===== config.mk =====
export PLATFORM = sky130hd
export DESIGN_NAME = spi_controller
export DESIGN_NICKNAME = d
export VERILOG_FILES = /design/src/rtl/spi_controller.sv
export SDC_FILE = /design/constraint.sdc
export NUM_CORES = 1
export LEC_CHECK = 0
export CORE_MARGIN = 3
export CORE_UTILIZATION = 54
export CTS_CLUSTER_DIAMETER = 40
export DETAILED_ROUTE_END_ITERATION = 10
export GPL_ROUTABILITY_DRIVEN = 1
export PLACE_DENSITY = 0.85
export SLEW_MARGIN = 20
export SYNTH_ARGS = -nofsm -noshare
export SYNTH_HDL_FRONTEND = slang
export SYNTH_SLANG_ARGS = --single-unit

===== constraint.sdc =====
create_clock -name clk -period 3.6 [get_ports clk]
set_input_delay 0.72 -clock clk [delete_from_list [all_inputs] [get_ports clk]]
set_output_delay 0.72 -clock clk [all_outputs]
set_load 0.01 [all_outputs]

===== src/rtl/spi_controller.sv =====
// Single-frame SPI mode-0 controller: 16-bit {wr, addr, wdata} frame, MSB first, CIPO captured into rdata.
// Latency: busy for 34*CLK_DIV cycles per frame; start is honoured only while idle (no queueing).
module spi_controller #(
    parameter int CLK_DIV = 4
) (
    input  logic       clk,
    input  logic       rst,
    input  logic       start,
    input  logic       wr,
    input  logic [6:0] addr,
    input  logic [7:0] wdata,
    output logic       busy,
    output logic       done,
    output logic [7:0] rdata,
    output logic       spi_sclk,
    output logic       spi_copi,
    output logic       spi_ncs,
    input  logic       spi_cipo
);

    typedef enum logic [2:0] {
        IDLE = 3'd0,
        LOW  = 3'd1,
        HIGH = 3'd2,
        HOLD = 3'd3,
        GAP  = 3'd4
    } state_t;

    localparam logic [7:0] DIV_M1 = 8'(CLK_DIV - 1);

    state_t      state_q, state_d;
    logic [7:0]  phase_q, phase_d;
    logic [3:0]  bit_q, bit_d;
    logic [15:0] tx_q, tx_d;
    logic [7:0]  rx_q, rx_d;
    logic [1:0]  sync_q, sync_d;
    logic        busy_q, busy_d;
    logic        done_q, done_d;
    logic [7:0]  rdata_q, rdata_d;
    logic        sclk_q, sclk_d;
    logic        copi_q, copi_d;
    logic        ncs_q, ncs_d;

    always_ff @(posedge clk) begin
        if (rst) begin
            state_q <= IDLE;
        end else begin
            state_q <= state_d;
        end
    end

    always_comb begin
        state_d = state_q;
        phase_d = phase_q;
        bit_d   = bit_q;
        tx_d    = tx_q;
        rx_d    = rx_q;
        sync_d  = {sync_q[0], spi_cipo};
        case (state_q)
            IDLE: begin
                if (start) begin
                    state_d = LOW;
                    phase_d = DIV_M1;
                    bit_d   = 4'd0;
                    tx_d    = {wr, addr, wdata};
                end
            end
            LOW: begin
                if (phase_q == 8'd0) begin
                    state_d = HIGH;
                    phase_d = DIV_M1;
                end else begin
                    phase_d = phase_q - 8'd1;
                end
            end
            HIGH: begin
                if (phase_q == 8'd0) begin
                    // Sample CIPO and advance COPI together as SCLK falls.
                    rx_d    = {rx_q[6:0], sync_q[1]};
                    tx_d    = {tx_q[14:0], 1'b0};
                    phase_d = DIV_M1;
                    if (bit_q == 4'd15) begin
                        state_d = HOLD;
                    end else begin
                        bit_d   = bit_q + 4'd1;
                        state_d = LOW;
                    end
                end else begin
                    phase_d = phase_q - 8'd1;
                end
            end
            HOLD: begin
                if (phase_q == 8'd0) begin
                    state_d = GAP;
                    phase_d = DIV_M1;
                end else begin
                    phase_d = phase_q - 8'd1;
                end
            end
            GAP: begin
                if (phase_q == 8'd0) begin
                    state_d = IDLE;
                end else begin
                    phase_d = phase_q - 8'd1;
                end
            end
            default: state_d = IDLE;
        endcase
    end

    // Outputs are decoded from the next state so every pin comes straight off a flop.
    always_comb begin
        busy_d  = (state_d != IDLE);
        sclk_d  = (state_d == HIGH);
        ncs_d   = !((state_d == LOW) || (state_d == HIGH) || (state_d == HOLD));
        copi_d  = ((state_d == LOW) || (state_d == HIGH)) ? tx_d[15] : 1'b0;
        done_d  = (state_d == GAP) && (phase_d == 8'd0);
        rdata_d = done_d ? rx_d : rdata_q;
    end

    always_ff @(posedge clk) begin
        if (rst) begin
            phase_q <= 8'd0;
            bit_q   <= 4'd0;
            tx_q    <= 16'd0;
            rx_q    <= 8'd0;
            sync_q  <= 2'd0;
            busy_q  <= 1'b0;
            done_q  <= 1'b0;
            rdata_q <= 8'd0;
            sclk_q  <= 1'b0;
            copi_q  <= 1'b0;
            ncs_q   <= 1'b1;
        end else begin
            phase_q <= phase_d;
            bit_q   <= bit_d;
            tx_q    <= tx_d;
            rx_q    <= rx_d;
            sync_q  <= sync_d;
            busy_q  <= busy_d;
            done_q  <= done_d;
            rdata_q <= rdata_d;
            sclk_q  <= sclk_d;
            copi_q  <= copi_d;
            ncs_q   <= ncs_d;
        end
    end

    assign busy     = busy_q;
    assign done     = done_q;
    assign rdata    = rdata_q;
    assign spi_sclk = sclk_q;
    assign spi_copi = copi_q;
    assign spi_ncs  = ncs_q;

endmodule


# Word level (Yosys, flattened, before mapping)

Index checks and enable logic that the tools add are counted.

Add/subtract/negate cells: 2
Equal/unequal tests: 12
Mux-type cells: 20
Bitwise operators: 1
Reduce and logical (&&, ||, !) cells: 13

Operator list:

| cell                                                | number |
|---|---|
| 2-to-1 mux 8 bit                                    | 5 |
| 2-to-1 mux 16 bit                                   | 2 |
| one-hot mux 16 bit (2 select lines)                 | 1 |
| one-hot mux 8 bit (3 select lines)                  | 1 |
| logical NOT 8 bit                                   | 2 |
| 2-to-1 mux 3 bit                                    | 5 |
| one-hot mux 3 bit (5 select lines)                  | 1 |
| equality test 3 x 2 -> 1 bit, second input constant | 4 |
| 2-to-1 mux 4 bit                                    | 3 |
| one-hot mux 4 bit (2 select lines)                  | 1 |
| subtractor 8 x 1 -> 8 bit, second input constant    | 1 |
| equality test 3 x 1 -> 1 bit, second input constant | 2 |
| equality test 3 bit, second input constant          | 2 |
| != test 2 bit, second input constant                | 3 |
| adder 4 x 1 -> 4 bit, second input constant         | 1 |
| equality test 4 bit, second input constant          | 1 |
| AND reduction 4 bit                                 | 1 |
| logical NOT 3 bit                                   | 1 |
| AND reduction 3 bit                                 | 1 |
| nonzero test 3 bit                                  | 1 |
| OR reduction 3 bit                                  | 1 |
| logical OR 1 bit                                    | 2 |
| 2-to-1 mux 2 bit                                    | 1 |
| nonzero test 2 bit                                  | 1 |
| other kinds (4)                                     | 4 |

Bits in registers: 54
Logic and storage cells: 61

# Logic depth before layout (Yosys ltp)

Depth in word-level cells: 8
Mapped depth: 12
Depth with buffers taken out: 12

# Least setup slack after synthesis

No wires, ideal clock.

Path kind: register to register
Start: reg phase_q[0]
End: reg rdata_q[0] (netlist: rdata[0])
Library setup time: 0.123 ns
Data arrival time: 2.940 ns
Setup slack: 0.536 ns
Cell stages (with the launch flop): 13
Path through: dfxtp_1 -> inv_1 -> ha_1 -> or4b_4 -> nor2_1 -> inv_1 -> ha_1 -> nor3b_1 -> o21ai_0 -> nand4_1 -> nor4_4 -> nand4_4 -> mux2_1

Longest elaborated chain between the ends: 5

Ends and longest elaborated chain:

| element                                                                                  | line | text |
|---|---|---|
| from (decl)                                                                              | 32   | `logic [7:0] phase_q, phase_d;` |
| from (signal assigned)                                                                   | 135  | `phase_q <= phase_d;` |
| subtractor 8 x 1 -> 8 bit or logical NOT 8 bit (tied branches)                           | n/a  |  |
| 2-to-1 mux 8 bit, or another cell as far along                                           | 101  | `if (phase_q == 8'd0) begin` |
| one-hot mux 8 bit (3 select lines) or one-hot mux 3 bit (5 select lines) (tied branches) | 59   | `case (state_q)` |
| logical NOT 8 bit or equality test 3 bit (tied branches)                                 | 117  | `done_d = (state_d == GAP) && (phase_d == 8'd0);` |
| logical AND 1 bit                                                                        | 117  |  |
| to (signal assigned)                                                                     | 142  | `rdata_q <= rdata_d;` |
| to (decl)                                                                                | 39   | `logic [7:0] rdata_q, rdata_d;` |

Several ways; a longest one is shown, not always the timed one.
A chain may end at the register's enable or synchronous reset.

# Worst setup path in the final report

Start: reg phase_q[1]
End: reg rdata_q[4] (netlist: rdata[4])

Same word-level chain as after synthesis.

==> qor.log <==
INFO  clock_tree     cts_tree=yes
INFO  critical_path  worstReg2RegEnd=rdata[4]
INFO  power          design_power_total=0.001370W
INFO  synth          yosysTopAreaCellShare=0.4419
INFO  final_layout   post_route_cells_drive_above_1_share=0.07541
INFO  critical_path  timing.critical_path.arrival=3520ps
INFO  synth          synth_enable_flop_cells=0
INFO  clock_tree     cts_hold_buffers=0
INFO  grt            overflow=0
INFO  min_path       hold_path_end=tx_q[14]
INFO  detailed_routing routed-via-count=2090
INFO  critical_path  critical_path_required=3790ps
INFO  clock_tree     tritoncts.num_buffers=5
INFO  placement      post-place-cells=347
INFO  synth          syn_area=2446squm
INFO  clock_tree     postCtsSetupBuffers=0
INFO  final_layout   nNetsFinal=327
INFO  grt            first_global_vias=1953
INFO  critical_path  timing.critical_path.fanout_max=9
INFO  detailed_routing drtPass1Iterations=8
INFO  final_layout   layout.cells.non_filler=355
INFO  clock_tree     clk_root_buffer_cell=sky130_fd_sc_hd__clkbuf_8
INFO  floorplanning  die_height=73.31um
INFO  clock_tree     clock-sinks=54
INFO  detailed_routing drc=1
INFO  timing         worst_slew_margin=0.3421
INFO  detailed_routing wire_per_inst=15.27um
INFO  status         status=finished with violations
INFO  timing         setup_violating_endpoint_count_in_the_final_report=0
INFO  synth          ys.warnings.count=0
INFO  synth          yosys-top-cells-count=54 x sky130_fd_sc_hd__dfxtp_1, 36 x sky130_fd_sc_hd__nand2_1, 33 x sky130_fd_sc_hd__a21oi_1
INFO  timing         worst_slack_on_hold_paths=461.1ps
INFO  synth          most_instantiated_flip_flop_cell_in_the_synthesis_netlist=sky130_fd_sc_hd__dfxtp_1
INFO  synth          synth_seq_cells=54
INFO  timing         worst_slew_pin_slew=983.3ps
INFO  min_path       worst_hold_path_type=reg2reg
INFO  min_path       worstHoldPathCells=2
INFO  grt            first_pass_grt_wire_length=9197um
INFO  timing         maxSlewViolCount=0
INFO  power          power.static_leakage=1.037nW
INFO  synth          post-synth-top-area-cell=sky130_fd_sc_hd__dfxtp_1
INFO  status         violated_checks=DRC
INFO  final_layout   synthToLayoutAreaGrowth=18.31%
INFO  critical_path  r2r_start=phase_q[1]
INFO  final_layout   area_used_by_multi_input_combinational_logic=1271squm
INFO  critical_path  critPathKind=reg2reg
INFO  clock_tree     cts_max_path_buffers=2
INFO  floorplanning  io_pins=33
INFO  final_layout   area.sequential=1081squm
INFO  detailed_routing initial_detailed_routing_violation_count=157
INFO  final_layout   diodes=0
INFO  timing         timing.final.crit_share=0.9240
INFO  power          power_per_cell_area=473.5nW/um^2
INFO  synth          synthMostInstantiatedCell=sky130_fd_sc_hd__dfxtp_1
INFO  synth          netlist_instances=280
INFO  floorplanning  die_area=5374squm
INFO  floorplanning  core_area=4173squm
INFO  placement      placement.io_buffers=32
INFO  clock_tree     worstSkewPairLatency=300ps
INFO  critical_path  worstSetupEndpointType=register
INFO  grt            grt_max_degree=53
INFO  critical_path  timing.critical_path.cells=inv_1 > ha_1 > or4b_4 > nor2_2 > inv_1 > ha_1 > nor3b_1 > o21ai_1 > nand4_1 > nor4_4 > nand4_4 > mux2_1
INFO  final_layout   fillerInstances=310
INFO  critical_path  worst_reg_to_reg_setup_slack=270ps
INFO  detailed_routing via_per_inst=5.887
INFO  detailed_routing number_of_nets_with_antenna_violations_after_routing=0
INFO  timing         final-hold-violation-count=0
INFO  synth          ys_types=52
INFO  synth          synth_seq_area_share=0.4419
INFO  floorplanning  core.rowCount=23
INFO  min_path       min_from=tx_q[14]
INFO  synth          postSynthNetCount=303
INFO  floorplanning  floorplan.die.width=73.31um
INFO  placement      detailed_place_hpwl=3770um
INFO  placement      place.gp.congestion=0.9331
INFO  critical_path  worst-r2r-cell-count=12
INFO  run            cap_viol_max_count=0
INFO  grt            antenna_found_initial=0
INFO  timing         clock-skew-final=5.647ps
INFO  clock_tree     cts.reportedPaths.clkPinSlew=100ps
INFO  timing         setup_repair_after_global_routing_missed_its_margin=false
INFO  power          irDropWorstVdd=0.2859mV
INFO  timing         achievable-frequency=300.6MHz
INFO  floorplanning  start_util=0.5862
INFO  detailed_routing totalWireLength=5420um
INFO  critical_path  critical_path.slowest_cell=sky130_fd_sc_hd__or4b_4
INFO  timing         setup_tns=0ps
INFO  grt            groute.usage.overall=0.2184
INFO  critical_path  worst_setup_path_start_kind=register
INFO  synth          synth_area_per_cell=8.736squm
INFO  synth          synth-async-reset-ratio=0
INFO  clock_tree     htreeDepth=2
INFO  critical_path  delay_of_the_slowest_cell_on_the_worst_path=530ps
INFO  synth          post_synth_main_area_contributors=sky130_fd_sc_hd__dfxtp_1 44%, sky130_fd_sc_hd__a21oi_1 6.8%, sky130_fd_sc_hd__nand2_1 5.5%
INFO  timing         time_the_final_worst_path_needs_with_i_o_delays_and_setup=3326ps
critical path: cells and delay by family (launching register included):
kind / cells / cell delay [ps]
fa+ha+maj: 2 / 530
buf+inv: 2 / 230
compound gates: 1 / 190
mux: 1 / 380
flops: 1 / 380
simple gates: 6 / 1510
timing repair:
action,4_1_cts,5_1_grt
gates resized for setup,0,2
setup endpoints to repair,0,8
endpoints found under the hold margin,0,0
state kept, by name (all words and copies together), names as in the netlist:
signal    count
spi_copi      1
state_q       3
tx_q         16
busy          1
rdata         8
spi_ncs       1
done          1
bit_q         4
spi_sclk      1
rx_q          8
phase_q       8
sync_q        2
area by class of cell:
type	count	share of cell area
Timing Repair Buffer	36	0.1211
Clock inverter	2	0.01297
Inverter	5	0.006485
Tap cell	50	0.02162
Sequential cell	54	0.3735
Clock buffer	6	0.02508
Multi-Input combinational cell	202	0.4393
layer usage:
metal | vias to the layer above | GRT usage | routed length (um)
met5 | - | 0 | 0
met4 | 0 | 0.05433 | 23
met3 | 2 | 0.04378 | 233
met2 | 53 | 0.3515 | 2666
met1 | 987 | 0.3017 | 2496
li1 | 1048 | - | -
cells by family (layout without fill, tap and decap cells):
group / after synthesis / count (layout) / share of synthesized area
buffers and inverters: 24 / 49 / 0.03939
adders and majority gates: 4 / 4 / 0.01944
AOI/OAI and AO/OA: 77 / 77 / 0.2026
xor gates and xnor gates: 4 / 4 / 0.01432
and+or+nand+nor: 108 / 108 / 0.2414
DFF: 54 / 54 / 0.4419
muxes: 9 / 9 / 0.04092
metrics by stage:
step / instance area [sq um] / utilization / setup WS, ps
2_1_floorplan: 2446 / - / 536.2
3_3_place_gp: 2781 / 0.6666 / 327.0
3_5_place_dp: 2781 / 0.6666 / 136.3
4_1_cts: 2892 / 0.6930 / 113.9
5_1_grt: 2894 / 0.6936 / 27.07
6_report: 2894 / 0.6936 / 273.8
report_power, final:
group	leakage (nW)	internal [W]	switching (W)
sequential	0.440	0.000633	0.0000385
clock	0.0514	0.000208	0.000195
combinational	0.546	0.000126	0.000170
total	1.04	0.000967	0.000403
cells in the final DEF (no fill, tap or decap), types with 6 or more instances in the layout:
| master | count |
|---|---|
| sky130_fd_sc_hd__o21ai_0 | 6 |
| sky130_fd_sc_hd__a21oi_1 | 33 |
| sky130_fd_sc_hd__nand2_1 | 36 |
| sky130_fd_sc_hd__nor2b_1 | 13 |
| sky130_fd_sc_hd__a22oi_1 | 14 |
| sky130_fd_sc_hd__nor3_1 | 10 |
| sky130_fd_sc_hd__dfxtp_1 | 54 |
| sky130_fd_sc_hd__nor2_1 | 18 |
| sky130_fd_sc_hd__clkdlybuf4s50_1 | 32 |
worst max-delay path by stage:
stage	slack, ps	start	cells after the start	endpoint
floorplan	540	phase_q[0]	12	rdata[0]
global placement	330	phase_q[1]	12	rdata[0]
detailed placement	140	phase_q[1]	12	rdata[4]
CTS	110	phase_q[1]	12	rdata[4]
global route	30	phase_q[1]	12	rdata[4]
finish	270	phase_q[1]	12	rdata[4]
(Power assumes the default switching activity.)
